$ cat config.mk
export PLATFORM = sky130hd
export DESIGN_NAME = vector_stream_merge
export DESIGN_NICKNAME = d
export VERILOG_FILES = /design/src/rtl/vector_stream_merge.sv
export SDC_FILE = /design/constraint.sdc
export NUM_CORES = 1
export LEC_CHECK = 0
export ABC_CLOCK_PERIOD_IN_PS = 2700
export BUFFER_PORTS_ARGS = -buffer_cell sky130_fd_sc_hd__buf_2
export CORE_ASPECT_RATIO = 2
export CORE_MARGIN = 10
export CORE_UTILIZATION = 53
export CTS_BUF_LIST = sky130_fd_sc_hd__clkbuf_16
export DETAILED_ROUTE_END_ITERATION = 8
export GPL_TIMING_DRIVEN = 0
export PLACE_DENSITY = 0.91
export SLEW_MARGIN = 20
export SYNTH_ARGS = -nofsm -noshare
export SYNTH_HDL_FRONTEND = slang
export SYNTH_SLANG_ARGS = --single-unit
$ cat constraint.sdc
create_clock -name clk -period 2.7 [get_ports clk]
set_input_delay 0.54 -clock clk [delete_from_list [all_inputs] [get_ports clk]]
set_output_delay 0.54 -clock clk [all_outputs]
set_load 0.01 [all_outputs]
$ cat src/rtl/vector_stream_merge.sv
// vector_stream_merge
//   Merges two valid/ready vector streams (A, B) into one output stream. Each
//   output beat is tagged with its source (out_src: 0 = A, 1 = B) so the split
//   can be re-applied downstream. Arbitration is round-robin with burst locking:
//   a granted channel keeps the grant for up to BURST accepted beats, or until it
//   drops valid. A 2-entry output buffer decouples out_ready from the input
//   readys, so there is no combinational out_ready -> x_ready path.
//
// Ports
//   clk        in   sole clock, rising edge
//   rst_n      in   asynchronous active-low reset
//   a_valid    in   channel A beat valid
//   a_data     in   channel A beat [DATA_W]
//   a_ready    out  channel A beat accepted when a_valid & a_ready
//   b_valid    in   channel B beat valid
//   b_data     in   channel B beat [DATA_W]
//   b_ready    out  channel B beat accepted when b_valid & b_ready
//   out_valid  out  merged beat valid
//   out_data   out  merged beat [DATA_W]
//   out_src    out  0 = beat came from A, 1 = beat came from B
//   out_ready  in   consumer accepts when out_valid & out_ready
//
// States
//   IDLE    | no grant; arbitrate between A and B (one bubble per grant)
//   GRANT_A | A owns the input; accept A beats while buffer has room
//   GRANT_B | B owns the input; accept B beats while buffer has room

module vector_stream_merge #(
  parameter int DATA_W = 96,
  parameter int BURST  = 4,
  parameter int CNT_W  = 2
) (
  input  logic              clk,
  input  logic              rst_n,
  input  logic              a_valid,
  input  logic [DATA_W-1:0] a_data,
  output logic              a_ready,
  input  logic              b_valid,
  input  logic [DATA_W-1:0] b_data,
  output logic              b_ready,
  output logic              out_valid,
  output logic [DATA_W-1:0] out_data,
  output logic              out_src,
  input  logic              out_ready
);

  typedef enum logic [1:0] {
    IDLE    = 2'd0,
    GRANT_A = 2'd1,
    GRANT_B = 2'd2
  } state_t;

  state_t            state_q, state_d;
  logic              last_q, last_d;     // 0 = A had the last grant, 1 = B
  logic [CNT_W-1:0]  cnt_q, cnt_d;

  logic [DATA_W-1:0] data_mem [2];
  logic              src_mem  [2];
  logic              wr_ptr, rd_ptr;
  logic [1:0]        count;
  logic              full;
  logic              push, pop;
  logic              push_src;
  logic [DATA_W-1:0] push_data;

  assign full = (count == 2'd2);

  always_ff @(posedge clk or negedge rst_n) begin
    if (!rst_n) begin
      state_q <= IDLE;
      last_q  <= 1'b1;
      cnt_q   <= '0;
    end else begin
      state_q <= state_d;
      last_q  <= last_d;
      cnt_q   <= cnt_d;
    end
  end

  always_comb begin
    state_d = state_q;
    last_d  = last_q;
    cnt_d   = cnt_q;
    a_ready = 1'b0;
    b_ready = 1'b0;
    case (state_q)
      IDLE: begin
        cnt_d = '0;
        // With both requesting, the channel that did not hold the last grant wins.
        if (a_valid && (!b_valid || last_q)) begin
          state_d = GRANT_A;
        end else if (b_valid) begin
          state_d = GRANT_B;
        end
      end
      GRANT_A: begin
        a_ready = !full;
        if (a_valid && !full) begin
          cnt_d = cnt_q + CNT_W'(1);
          if (cnt_q == CNT_W'(BURST - 1)) begin
            state_d = IDLE;
            last_d  = 1'b0;
          end
        end else if (!a_valid) begin
          state_d = IDLE;
          last_d  = 1'b0;
        end
      end
      GRANT_B: begin
        b_ready = !full;
        if (b_valid && !full) begin
          cnt_d = cnt_q + CNT_W'(1);
          if (cnt_q == CNT_W'(BURST - 1)) begin
            state_d = IDLE;
            last_d  = 1'b1;
          end
        end else if (!b_valid) begin
          state_d = IDLE;
          last_d  = 1'b1;
        end
      end
      default: begin
        state_d = IDLE;
      end
    endcase
  end

  assign push      = (a_valid && a_ready) || (b_valid && b_ready);
  assign push_src  = (state_q == GRANT_B);
  assign push_data = push_src ? b_data : a_data;
  assign pop       = out_valid && out_ready;

  always_ff @(posedge clk or negedge rst_n) begin
    if (!rst_n) begin
      data_mem[0] <= '0;
      data_mem[1] <= '0;
      src_mem[0]  <= 1'b0;
      src_mem[1]  <= 1'b0;
      wr_ptr      <= 1'b0;
      rd_ptr      <= 1'b0;
      count       <= 2'd0;
    end else begin
      if (push) begin
        data_mem[wr_ptr] <= push_data;
        src_mem[wr_ptr]  <= push_src;
        wr_ptr           <= ~wr_ptr;
      end
      if (pop) begin
        rd_ptr <= ~rd_ptr;
      end
      case ({push, pop})
        2'b10:   count <= count + 2'd1;
        2'b01:   count <= count - 2'd1;
        default: count <= count;
      endcase
    end
  end

  assign out_valid = (count != 2'd0);
  assign out_data  = data_mem[rd_ptr];
  assign out_src   = src_mem[rd_ptr];

endmodule

== Word-level counts from Yosys, hierarchy flattened ==
Index checks and enable logic that the tools add are counted.

* Add/sub/neg operators: 3
* Order comparisons: 3
* Equality and inequality tests: 13
* Multiplexer cells: 34
* Bitwise gates (word level): 4
* Reduce and logical (&&, ||, !) cells: 19

{| class="wikitable"
|+ Operators with widths
! cell !! number
|-
| 96-bit two-way mux || 5
|-
| 192-bit bitwise mux || 1
|-
| 96-bit demux with 1-bit select || 1
|-
| 2-bit two-way mux || 9
|-
| 1-bit two-way mux || 12
|-
| 3-bit != test (second input constant) || 4
|-
| 2-bit one-hot mux with 3 select lines || 2
|-
| 2-bit equality test (second input constant) || 4
|-
| 1-bit logical AND || 7
|-
| 3-bit AND reduction || 2
|-
| 2-bit nonzero test || 3
|-
| 5-bit AND reduction || 1
|-
| 2-bit by 1-bit adder with 2-bit output (second input constant) || 2
|-
| 2-bit by 1-bit equality test with 1-bit output (second input constant) || 2
|-
| 2-bit greater-or-equal comparator (second input constant) || 2
|-
| 1-bit NOT with 2-bit output || 2
|-
| 2-bit one-hot mux with 2 select lines || 1
|-
| 3-bit by 2-bit != test with 1-bit output (second input constant) || 1
|-
| 3-bit nonzero test || 1
|-
| 2-bit bitwise mux || 1
|-
| 1-bit zero test || 2
|-
| 2-bit zero test || 1
|-
| 1-bit logical OR || 2
|-
| 2-bit by 1-bit < comparator with 1-bit output (second input constant) || 1
|-
| other kinds (6) || 7
|}

* Register bits after elaboration: 203
* Input bits: 197
* Output and inout port bits: 100
* Word-level logic and storage cells: 86

== Depth between registers and ports, before layout ==
Gate-level depths: netlist (run 1).

* Depth in word-level cells: 7
* Depth in mapped cells: 8
* Gate-level depth less buffers: 8

== Worst setup path before layout (run 1) ==
OpenSTA, ideal clock, no wires.

* Kind: reg2reg
* Start point: reg state_q[0]
* End point: reg data_mem[73] in the netlist's numbering
* Setup time: 0.125 ns
* Arrival time: 1.810 ns
* Data required time: 2.575 ns
* Slack: 0.764 ns
* Cell stages (with the launch flop): 7
* Path buffers: 2
* Period minus slack after synthesis: 1.936 ns
* Cell sequence: dfrtp_1 inv_1 ha_1 buf_2 buf_1 mux2_2 mux2_4

* Longest elaborated chain between the ends: 4
* Elaborated cells on any way between the ends: 9
* Classes of those cells: eq/ne (2); mux (4); reduce/logical (3)

{| class="wikitable"
|+ Ends and longest elaborated chain
! item !! line !! text
|-
| start, declared || 53 || <nowiki>state_t state_q, state_d;</nowiki>
|-
| start signal, assigned || 74 || <nowiki>state_q <= state_d;</nowiki>
|-
| 2-bit by 1-bit equality test with 1-bit output / 2-bit equality test (equally long branches) || 86, 129 ||
|-
| 1-bit two-way mux || 86 || <nowiki>case (state_q)</nowiki>
|-
| 1-bit logical AND || 128 || <nowiki>assign push = (a_valid && a_ready) || (b_valid && b_ready);</nowiki>
|-
| 1-bit logical OR || 128 ||
|-
| end signal, assigned by index || 144 || <nowiki>data_mem[wr_ptr] <= push_data;</nowiki>
|-
| end, declared || 57 || <nowiki>logic [DATA_W-1:0] data_mem [2];</nowiki>
|}

Several ways; a longest one is shown, not always the timed one.
A chain may end at the register's enable or synchronous reset.

== Final worst setup path (run 1) ==
* Start point: reg rd_ptr
* End point: out out_data[51]

* Longest elaborated chain between the ends: 4

{| class="wikitable"
|+ Ends and longest elaborated chain
! item !! line !! text
|-
| start, declared || 59 || <nowiki>logic wr_ptr, rd_ptr;</nowiki>
|-
| start signal, assigned || 149 || <nowiki>rd_ptr <= ~rd_ptr;</nowiki>
|-
| 1-bit NOT with 2-bit output (implied by the code) || 160 || <nowiki>assign out_data = data_mem[rd_ptr];</nowiki>
|-
| 96-bit two-way mux (implied by the code) (3 in a row) || 160 ||
|-
| end, declared || 42 || <nowiki>output logic [DATA_W-1:0] out_data,</nowiki>
|}

No other way between the ends. The select of a mux whose other input is x is not followed.

==> impl_metrics.csv, run 1 <==
group,metric,value,unit
clock_network,numCtsBuffers,19,
layout,finish.utilization,66.8,%
logic_synthesis,post-synth-top-area-fraction,48.8,%
logic_synthesis,muxShareOfSynthArea,44.6,%
clock_network,tritoncts,"built",
logic_synthesis,synth_area_per_cell,15.1,µm²
flow_run,cap_viol_max_count,0,
worst_setup_path,timing.critical_path.buf_inv,4,
clock_network,worstSkewPairLatency,0.48,ns
layout,multiInputGateArea,4980,µm²
pwr,power_report.internal_total,0.0111,W
drt,drtIter0Drc,209,
floorplanning,placementRows,72,
grt,grt_max_degree,76,
grt,globalRouteOverflowTotal,0,
layout,finalInstanceArea,12900,µm²
sta,worst_slew_margin_rel,48.9,%
grt,antenna_violations_before_repair,0,
pwr,swShare,34.9,%
logic_synthesis,synthXorXnorAreaFrac,0.423,%
logic_synthesis,post_synthesis_cell_type_with_the_largest_combined_area,"sky130_fd_sc_hd__dfrtp_1",
worst_setup_path,cpMaxStageDelayCell,"sky130_fd_sc_hd__mux2_2",
floorplanning,core_region_area,19300,µm²
pwr,power.static_leakage,6.16,nW
sta,final_min_period_over_clock_period,96.8,%
sta,hold_viol_final,0,
logic_synthesis,synth_area,10400,µm²
pwr,switchingPower,0.00593,W
logic_synthesis,fraction_of_the_mapped_netlist_area_in_simple_logic_gates,1.51,%
logic_synthesis,synth_flop_type,"sky130_fd_sc_hd__dfrtp_1",
layout,n_antenna_cell,0,
drt,drtPass1Iterations,4,
clock_network,post_cts_buffers,0,
clock_network,clock_sink_count,203,
placed_design,routabilityCongestion,0.799,
drt,routed_wirelength,27.8,mm
worst_setup_path,rr_worst_depth,6,
logic_synthesis,yosysWarnings,0,
logic_synthesis,synthAdderAreaFrac,0.846,%
grt,globalRouteTotalUtil,21.0,%
pwr,power.density,1320,nW/µm²
drt,routed-via-count,6781,
worst_setup_path,reg_to_reg_slack_setup,0.18,ns
floorplanning,floorplan.initialDensity,53.7,%
worst_setup_path,worst_r2r_startpoint,"state_q[0]",
layout,final_cell_count_no_fill,1274,
worst_setup_path,worst_path_largest_cell_delay,0.38,ns
worst_setup_path,worstSetupPathDepth,5,
sta,finalWorstPathRequiredPeriod,2.61,ns
logic_synthesis,synth_edf_count,0,
floorplanning,fp.dieArea,25900,µm²
layout,fill_count,1453,
layout,finish.net_count,1207,
worst_setup_path,path_cells,"clkbuf_1 > buf_6 > buf_4 > mux2_2 > buf_2",
clock_network,cts.reportedPaths.clkPinSlew,0.07,ns
logic_synthesis,synth.ff_latch_count,203,
placed_design,placedInstanceArea,12200,µm²
hold_path,hp-class,"primary input to register",
worst_setup_path,timing.critical_path.from_type,"register",
drt,routed_via_density,5.32,
worst_setup_path,critPathRequiredTime,2.16,ns
worst_setup_path,end_of_the_worst_register_to_register_path,"data_mem[172]",
sta,fmax,0.383,GHz
drt,routedWlPerCell,21.8,µm
sta,clock-skew-final,0.0123,ns
worst_setup_path,critPathTopFamily,"buffers and inverters",
pwr,max-vdd-ir-drop,727,µV
drt,drc_violation_count_after_routing,0,
pwr,clock_power_share,15.9,%
worst_setup_path,endpoint,"out_data[51]",
layout,mostFrequentLayoutCell,"sky130_fd_sc_hd__mux2_2",
sta,rsz_0062_raised_after_global_routing,"false",
floorplanning,chipWidth,119,µm
logic_synthesis,seq_total_area_yosys,49.1,%
worst_setup_path,critPathArrivalTime,2.07,ns
grt,grt_pass1_wl,43.1,mm
grt,via_count_of_the_first_global_routing_pass,7772,
sta,setup_viol_count_final,0,
clock_network,max-clock-path-buffers,3,
logic_synthesis,async_flop_share,100,%
clock_network,h_tree_lvl_count,1,
logic_synthesis,yosys.cell_types.count,35,
pwr,p_comb_share,52.2,%
layout,most_frequent_cells_in_the_layout,"sky130_fd_sc_hd__mux2_2 (328), sky130_fd_sc_hd__buf_2 (308), sky130_fd_sc_hd__dfrtp_1 (202), sky130_fd_sc_hd__mux2_4 (61), sky130_fd_sc_hd__clkbuf_16 (19)",
sta,worst_pin_slew,0.767,ns
layout,area_delta_synth_final,24.3,%
status,status,"finished clean",
logic_synthesis,synthTopCellsByArea,"sky130_fd_sc_hd__dfrtp_1 (49%), sky130_fd_sc_hd__mux2_2 (36%), sky130_fd_sc_hd__mux2_4 (8.8%)",
sta,maxSlewViolCount,0,
layout,area_used_by_sequential_logic_in_the_layout,5080,µm²
placed_design,place.port_buffers,296,
pwr,pwr-share-seq,31.9,%
hold_path,worstHoldPathCells,3,
drt,antenna_left,0,
logic_synthesis,synth_area_in_compound_gates,0.713,%
floorplanning,die_h,218,µm
placed_design,place_hpwl,21.6,mm
worst_setup_path,path_max_fanout,10,
logic_synthesis,netlist_instances,684,
clock_network,cts_root_buf,"sky130_fd_sc_hd__clkbuf_16",
worst_setup_path,setup.worst_path.end_class,"output port",
floorplanning,boundaryPins,297,
worst_setup_path,worst_path_class_setup,"register to output port",
logic_synthesis,dominant_combinational_cell_family_by_area_after_synthesis,"multiplexers",
placed_design,placed_cells,1241,
sta,hold-worst-slack,0.379,ns
layout,drive_above_1_share,74.7,%
logic_synthesis,synthesized_net_count,888,
worst_setup_path,critPathLaunch,"rd_ptr",
[stage by stage]
stage               worst slack (ns)  total power, W  TNS, ns
global placement               -2.10          0.0140  -421.01
floorplan                      0.764          0.0114        0
detailed placement             0.112          0.0144        0
CTS                           0.0169          0.0172        0
global route                 0.00211          0.0179        0
finish                        0.0870          0.0170        0
[cell usage after synthesis (3+ instances only)]
library cell               instances
sky130_fd_sc_hd__ha_1              7
sky130_fd_sc_hd__buf_8             3
sky130_fd_sc_hd__mux2_4           61
sky130_fd_sc_hd__buf_2            17
sky130_fd_sc_hd__or2_2             3
sky130_fd_sc_hd__xnor2_1           3
sky130_fd_sc_hd__inv_1             3
sky130_fd_sc_hd__dfrtp_1         202
sky130_fd_sc_hd__clkbuf_1         11
sky130_fd_sc_hd__buf_6             6
sky130_fd_sc_hd__mux2_2          328
sky130_fd_sc_hd__nand2_1           5
sky130_fd_sc_hd__buf_4             5
sky130_fd_sc_hd__and2_1            4
[repair_timing]
item                                    4_1_cts  5_1_grt
gates resized for setup                      14        1
hold buffers                                  1        0
endpoints found under the setup margin       90       11
endpoints found under the hold margin        46        0
[worst min-delay path by stage]
stage,from,endpoint
5_1_grt,a_valid,state_q[0]
3_3_place_gp,count[1],count[1]
3_5_place_dp,count[1],count[1]
4_1_cts,a_valid,state_q[0]
2_1_floorplan,rst_n,cnt_q[0]
6_report,a_valid,state_q[0]
[state kept, by name, summed over array words and instances, names as in the netlist]
name,flops
last_q,1
state_q,2
rd_ptr,1
data_mem,192
src_mem,2
wr_ptr,1
cnt_q,2
count,2
[final cells by class]
type                    instances  share of cell area (%)
plain buffers                  42                    2.35
clock buffers                  19                    3.69
clock inverters                14                    1.07
inverters                       3                  0.0875
multi-input cells             435                    38.7
flip-flops and latches        203                    39.5
well taps                     259                    2.52
repair buffers                299                    12.1
[worst register-to-register path: cells and delay by family (launching register included)]
family | cells | cell delay [ns]
buffers and inverters | 3 | 1.02
muxes | 2 | 0.73
DFF | 1 | 0.44
adders and majority gates | 1 | 0.20
[layer usage]
layer | up-vias | track usage [%] | wire [µm]
met5 | - | 0 | 0
met1 | 3408 | 21.6 | 10000
met2 | 233 | 40.3 | 15600
met3 | 43 | 4.20 | 1390
met4 | 0 | 7.69 | 800
li1 | 3097 | - | -
[power groups by stage]
stage | clock network (W) | logic, W | registers, W
floorplan | 0 | 0.00622 | 0.00518
global placement | 0 | 0.00871 | 0.00532
detailed placement | 0 | 0.00892 | 0.00545
CTS | 0.00275 | 0.00902 | 0.00542
global route | 0.00286 | 0.00948 | 0.00561
finish | 0.00270 | 0.00887 | 0.00543
[cell families after synthesis]
family / Yosys count
fa+ha+maj: 7
flops: 203
simple gates: 23
mux: 390
buf+inv: 46
xor+xnor: 5
compound gates: 10
Note: power is estimated with default switching activity, not from simulation.
==> run 2, diff against run 1 <==
--- a/config.mk
+++ b/config.mk
@@ -14,6 +14,8 @@
 export DETAILED_ROUTE_END_ITERATION = 8
 export GPL_TIMING_DRIVEN = 0
 export PLACE_DENSITY = 0.91
+export REMOVE_ABC_BUFFERS = 1
+export SKIP_LAST_GASP = 1
 export SLEW_MARGIN = 20
 export SYNTH_ARGS = -nofsm -noshare
 export SYNTH_HDL_FRONTEND = slang
==> run 2 against run 1 <==
Against the previous run: non-clock buffer count fell by 27; global-route usage fell by 2.2 points; cell area fell by 0.80%; count of clock-buffer cells in the layout did not move; highest routed layer unchanged.
==> impl_metrics.csv, run 2 (same netlist as run 1, synthesis figures left out) <==
group,metric,value,unit
layout,n_antenna_cell,0,
floorplanning,boundaryPins,297,
layout,largest_register,"data_mem",
floorplanning,core_region_area,19300,µm²
placed_design,place_hpwl,18.2,mm
drt,drtIter0Drc,266,
worst_setup_path,path_cells,"buf_12 > mux2_2 > buf_2",
worst_setup_path,critPathArrivalTime,2.05,ns
clock_network,tritoncts,"built",
hold_path,hp-class,"primary input to async pin",
drt,routed-via-count,6656,
layout,finish.net_count,1182,
sta,rsz_0062_raised_after_global_routing,"false",
sta,maxSlewViolCount,0,
clock_network,numCtsBuffers,19,
drt,antenna_left,0,
worst_setup_path,cpMaxStageDelayCell,"sky130_fd_sc_hd__dfrtp_4",
worst_setup_path,worst_r2r_startpoint,"state_q[0]",
clock_network,worstSkewPairLatency,0.48,ns
pwr,power,0.0165,W
sta,setup_viol_count_final,0,
layout,most_frequent_cells_in_the_layout,"sky130_fd_sc_hd__mux2_2 (328), sky130_fd_sc_hd__buf_2 (295), sky130_fd_sc_hd__dfrtp_1 (201), sky130_fd_sc_hd__mux2_4 (61), sky130_fd_sc_hd__clkbuf_16 (19)",
sta,finalWorstPathRequiredPeriod,2.59,ns
sta,clock-skew-final,0.00868,ns
worst_setup_path,path_max_fanout,38,
clock_network,cts.reportedPaths.clkPinSlew,0.07,ns
floorplanning,placementRows,72,
sta,worst_slew_margin_rel,64.5,%
layout,fill_count,1428,
drt,drtPass1Iterations,4,
sta,fmax,0.386,GHz
clock_network,h_tree_lvl_count,1,
status,status,"finished clean",
layout,drive_above_1_share,75.0,%
grt,globalRouteTotalUtil,18.8,%
floorplanning,die_h,218,µm
pwr,power.density,1290,nW/µm²
placed_design,place.port_buffers,296,
sta,worst_pin_slew,0.533,ns
drt,routedWlPerCell,20.1,µm
placed_design,routabilityCongestion,0.764,
grt,grt_max_degree,104,
drt,routed_wirelength,25.1,mm
clock_network,max-clock-path-buffers,3,
pwr,power.static_leakage,6.03,nW
worst_setup_path,timing.critical_path.from_type,"register",
worst_setup_path,setup.worst_path.end_class,"output port",
clock_network,clock_sink_count,203,
clock_network,cts_root_buf,"sky130_fd_sc_hd__clkbuf_16",
worst_setup_path,worst_path_class_setup,"register to output port",
grt,globalRouteOverflowTotal,0,
worst_setup_path,worst_path_largest_cell_delay,0.71,ns
worst_setup_path,rr_worst_depth,8,
sta,hold_viol_final,0,
grt,grt_pass1_wl,40.0,mm
pwr,max-vdd-ir-drop,719,µV
floorplanning,fp.dieArea,25900,µm²
grt,antenna_violations_before_repair,0,
flow_run,cap_viol_max_count,0,
grt,via_count_of_the_first_global_routing_pass,7561,
floorplanning,chipWidth,119,µm
layout,area_delta_synth_final,23.3,%
floorplanning,floorplan.initialDensity,53.7,%
worst_setup_path,critPathRequiredTime,2.16,ns
sta,final_min_period_over_clock_period,96.1,%
layout,mostFrequentLayoutCell,"sky130_fd_sc_hd__mux2_2",
clock_network,cts_hold_buffers,0,
sta,hold-worst-slack,0.0739,ns
drt,drc_violation_count_after_routing,0,
worst_setup_path,reg_to_reg_slack_setup,0.27,ns
drt,routed_via_density,5.33,
layout,largest_reg_flops,192,
worst_setup_path,end_of_the_worst_register_to_register_path,"data_mem[99]",
-- run 2: routing by layer --
metal | share of wire [%] | global-route usage [%]
met2 | 56 | 36.3
met3 | 4.5 | 3.42
met5 | 0 | 0
met4 | 3.6 | 7.36
met1 | 36 | 19.3
-- run 2: critical path: cells and delay by family (launching register included) --
kind,cells,cell delay (ns)
buffers and inverters,2,0.44
DFF,1,0.71
muxes,1,0.39
-- run 2: worst max-delay path by stage --
| stage | endpoint | slack [ns] | depth (start not counted) | from |
|---|---|---|---|---|
| after CTS | data_mem[179] | 0.02 | 7 | state_q[0] |
| after global routing | out_data[17] | 0.04 | 3 | rd_ptr |
| after floorplan | src_mem[1] | -2.34 | 6 | state_q[0] |
| after global placement | data_mem[32] | -3.65 | 5 | state_q[0] |
| final | out_data[17] | 0.11 | 3 | rd_ptr |
| after detailed placement | data_mem[169] | -0.58 | 8 | state_q[0] |
-- run 2: area by class of cell --
cell class / instances / area [µm²] / area share, %
Tap cell: 259 / 324 / 2.54
Timing Repair Buffer: 314 / 1790 / 14.1
Multi-Input combinational cell: 437 / 5010 / 39.3
Clock inverter: 13 / 62.6 / 0.490
Sequential cell: 203 / 5080 / 39.8
Inverter: 3 / 11.3 / 0.0882
Clock buffer: 19 / 475 / 3.72
-- run 2: what timing repair did --
item	in CTS	in global routing
gates resized for setup	0	0
cloned	2	0
buffers inserted	5	4
setup endpoints to repair	194	95
pin swaps	1	1
-- run 2: stage by stage --
step           setup TNS [ns]  util (%)  std cells  cell area [µm²]  setup slack [ns]
2_1_floorplan         -508.96         -        641            10100             -2.34
3_5_place_dp           -82.08      62.8       1205            12100            -0.577
3_3_place_gp         -1341.77      61.6       1196            11900             -3.65
4_1_cts                     0      66.0       1244            12700            0.0183
5_1_grt                     0      66.2       1248            12800            0.0359
6_report                    0      66.2       1248            12800             0.106
-- run 2: report_power, final --
part / switching (W) / internal (W)
clock: 0.00111 / 0.00128
combinational: 0.00366 / 0.00491
sequential: 0.000904 / 0.00463
==> run 3, diff against run 2 <==
--- a/config.mk
+++ b/config.mk
@@ -14,6 +14,7 @@
 export DETAILED_ROUTE_END_ITERATION = 8
 export GPL_TIMING_DRIVEN = 0
 export PLACE_DENSITY = 0.91
+export RECOVER_POWER = 25
 export REMOVE_ABC_BUFFERS = 1
 export SKIP_LAST_GASP = 1
 export SLEW_MARGIN = 20
==> constraint.sdc (replaced) <==
create_clock -name clk -period 2.7 [get_ports clk]
set_input_delay 0.405 -clock clk [delete_from_list [all_inputs] [get_ports clk]]
set_output_delay 0.405 -clock clk [all_outputs]
set_load 0.01 [all_outputs]
==> run 3 against run 2 <==
Against the previous run: critical path depth stayed put; fmax up 5.4%; combinational power about the same; core utilization is 0.078 points lower; global-route usage barely moved; via count up 0.50%; sequential share of layout area hardly changed; first-iteration DRC count is 0.38% lower; hold slack improved by 0.17 ns; wire length up 0.24%; largest power group unchanged; sequential power barely moved; largest cell class unchanged.
==> impl_metrics.csv, run 3 (same netlist as run 1, synthesis figures left out) <==
group,metric,value,unit
status,status,"finished clean",
layout,final_cell_count_no_fill,1249,
pwr,p_comb_share,51.9,%
drt,routed.top_layer,"met4",
floorplanning,boundaryPins,297,
clock_network,tritoncts,"built",
pwr,power_report.internal_total,0.0108,W
sta,hold_viol_final,0,
sta,totalNegativeSetupSlack,0,ns
drt,routed-wl-met2,14.2,mm
worst_setup_path,setup.worst_path.end_class,"output port",
sta,finalWorstPathRequiredPeriod,2.46,ns
pwr,max-vdd-ir-drop,719,µV
sta,hold-worst-slack,0.248,ns
sta,fmax,0.406,GHz
clock_network,clock_sink_count,203,
drt,m1WireLength,8.88,mm
drt,routed-via-count,6689,
floorplanning,fp.dieArea,25900,µm²
grt,grt_max_degree,104,
placed_design,place.port_buffers,296,
worst_setup_path,worst_path_largest_cell_delay,0.71,ns
sta,worst_slew_margin_rel,5.10,%
floorplanning,chipWidth,119,µm
clock_network,cts_root_buf,"sky130_fd_sc_hd__clkbuf_16",
drt,drc_violation_count_after_routing,0,
worst_setup_path,critPathRequiredTime,2.30,ns
layout,most_frequent_cells_in_the_layout,"sky130_fd_sc_hd__mux2_2 (328), sky130_fd_sc_hd__buf_2 (295), sky130_fd_sc_hd__dfrtp_1 (201), sky130_fd_sc_hd__mux2_4 (61), sky130_fd_sc_hd__clkbuf_16 (19)",
clock_network,h_tree_lvl_count,1,
floorplanning,die_h,218,µm
pwr,switchingPower,0.00568,W
worst_setup_path,worst_path_class_setup,"register to output port",
layout,largest_register,"data_mem",
sta,worst_pin_slew,1.42,ns
layout,finish.net_count,1183,
grt,via_count_of_the_first_global_routing_pass,7564,
drt,routed_via_density,5.36,
drt,drtIter0Drc,265,
worst_setup_path,timing.critical_path.buf_inv,2,
placed_design,placed_cells,1205,
layout,mostFrequentLayoutCell,"sky130_fd_sc_hd__mux2_2",
floorplanning,core_region_area,19300,µm²
clock_network,cts.reportedPaths.clkPinSlew,0.07,ns
drt,routedWlPerCell,20.1,µm
worst_setup_path,critPathArrivalTime,2.06,ns
pwr,clock_power_share,14.5,%
layout,area_delta_synth_final,23.2,%
grt,globalRouteOverflowTotal,0,
layout,largest_reg_flops,192,
flow_run,cap_viol_max_count,0,
clock_network,max-clock-path-buffers,3,
pwr,pwr-share-seq,33.5,%
floorplanning,placementRows,72,
clock_network,numCtsBuffers,19,
placed_design,routabilityCongestion,0.764,
sta,setup_viol_count_final,0,
pwr,swShare,34.4,%
worst_setup_path,path_cells,"buf_12 > mux2_2 > buf_2",
floorplanning,floorplan.initialDensity,53.7,%
worst_setup_path,cpMaxStageDelayCell,"sky130_fd_sc_hd__dfrtp_4",
worst_setup_path,path_max_fanout,38,
placed_design,place_hpwl,18.2,mm
hold_path,hp-class,"primary input to register",
worst_setup_path,timing.critical_path.from_type,"register",
clock_network,cts.repair.resized,0,
drt,antenna_left,0,
grt,grt_pass1_wl,40.1,mm
sta,clock-skew-final,0.00968,ns
layout,n_antenna_cell,0,
drt,detailroute.wirelength.met3,1.18,mm
worst_setup_path,critPathTopFamily,"flip-flops",
sta,maxSlewViolCount,0,
pwr,power.static_leakage,6.03,nW
grt,antenna_violations_before_repair,0,
sta,rsz_0062_raised_after_global_routing,"false",
sta,final_min_period_over_clock_period,91.1,%
layout,drive_above_1_share,74.8,%
clock_network,worstSkewPairLatency,0.48,ns
drt,drtPass1Iterations,4,
grt,globalRouteTotalUtil,18.8,%
pwr,power.density,1290,nW/µm²
drt,routed_wirelength,25.1,mm
-- run 3: cell count changes in the layout (fill, tap and decap cells not counted) --
cell | previous run | this run
sky130_fd_sc_hd__buf_16 | 3 | 2
sky130_fd_sc_hd__buf_8 | 2 | 1
sky130_fd_sc_hd__clkbuf_4 | 0 | 1
sky130_fd_sc_hd__clkdlybuf4s25_1 | 0 | 1
sky130_fd_sc_hd__dlygate4sd3_1 | 0 | 1
-- run 3: area by class of cell --
| type | count | area (µm²) |
|---|---|---|
| Clock buffer | 19 | 475 |
| Clock inverter | 13 | 62.6 |
| Fill cell | 1427 | 6530 |
| Inverter | 3 | 11.3 |
| Multi-Input combinational cell | 437 | 5010 |
| Sequential cell | 203 | 5080 |
| Tap cell | 259 | 324 |
| Timing Repair Buffer | 315 | 1780 |
-- run 3: power groups by stage --
stage	registers, W	logic (W)	clock network (W)
floorplan	0.00537	0.00597	0
global placement	0.00555	0.00761	0
detailed placement	0.00555	0.00845	0
CTS	0.00554	0.00865	0.00245
global route	0.00574	0.00915	0.00258
finish	0.00553	0.00856	0.00240
-- run 3: per-layer routing --
layer | global-route usage, % | vias to the layer above
met5 | 0 | -
met4 | 7.36 | 0
met3 | 3.37 | 56
met2 | 36.4 | 201
met1 | 19.3 | 3369
li1 | - | 3063
-- run 3: worst paths after layout --
check	from	end	slack, ns	cells after the start
setup / recovery	rd_ptr	out_data[17]	0.24	3
hold / removal	out_ready	rd_ptr	0.25	3
setup reg to reg	state_q[0]	data_mem[99]	0.27	8
hold reg to reg	data_mem[34]	data_mem[34]	0.50	1
max in group asynchronous	rst_n	rd_ptr	0.48	4
min in group asynchronous	rst_n	data_mem[115]	1.06	3
-- run 3: what timing repair did --
action                                  CTS  global route
gates cloned                              2             0
pin swaps                                 1             1
hold buffers                              1             0
hold endpoints to repair                102             0
buffers inserted                          5             4
endpoints found under the setup margin  194            95
-- run 3: metrics by stage --
stage	setup slack, ns	util (%)	instance area [µm²]	total power, W
final	0.239	66.1	12800	0.0165
after global routing	0.128	66.1	12800	0.0175
after CTS	0.0183	66.1	12700	0.0166
after detailed placement	-0.577	62.8	12100	0.0140
after global placement	-3.65	61.6	11900	0.0132
after floorplan	-2.34	-	10100	0.0113
-- run 3: worst reg2reg max path: cells and delay by family, from the launching register on --
| family | cells | cell delay (ns) |
|---|---|---|
| flip-flops | 1 | 0.43 |
| adder cells (fa/ha/maj) | 1 | 0.20 |
| multiplexers | 1 | 0.41 |
| AO/OA/AOI/OAI | 1 | 0.30 |
| buffers and inverters | 3 | 0.64 |
| AND/OR/NAND/NOR | 2 | 0.32 |
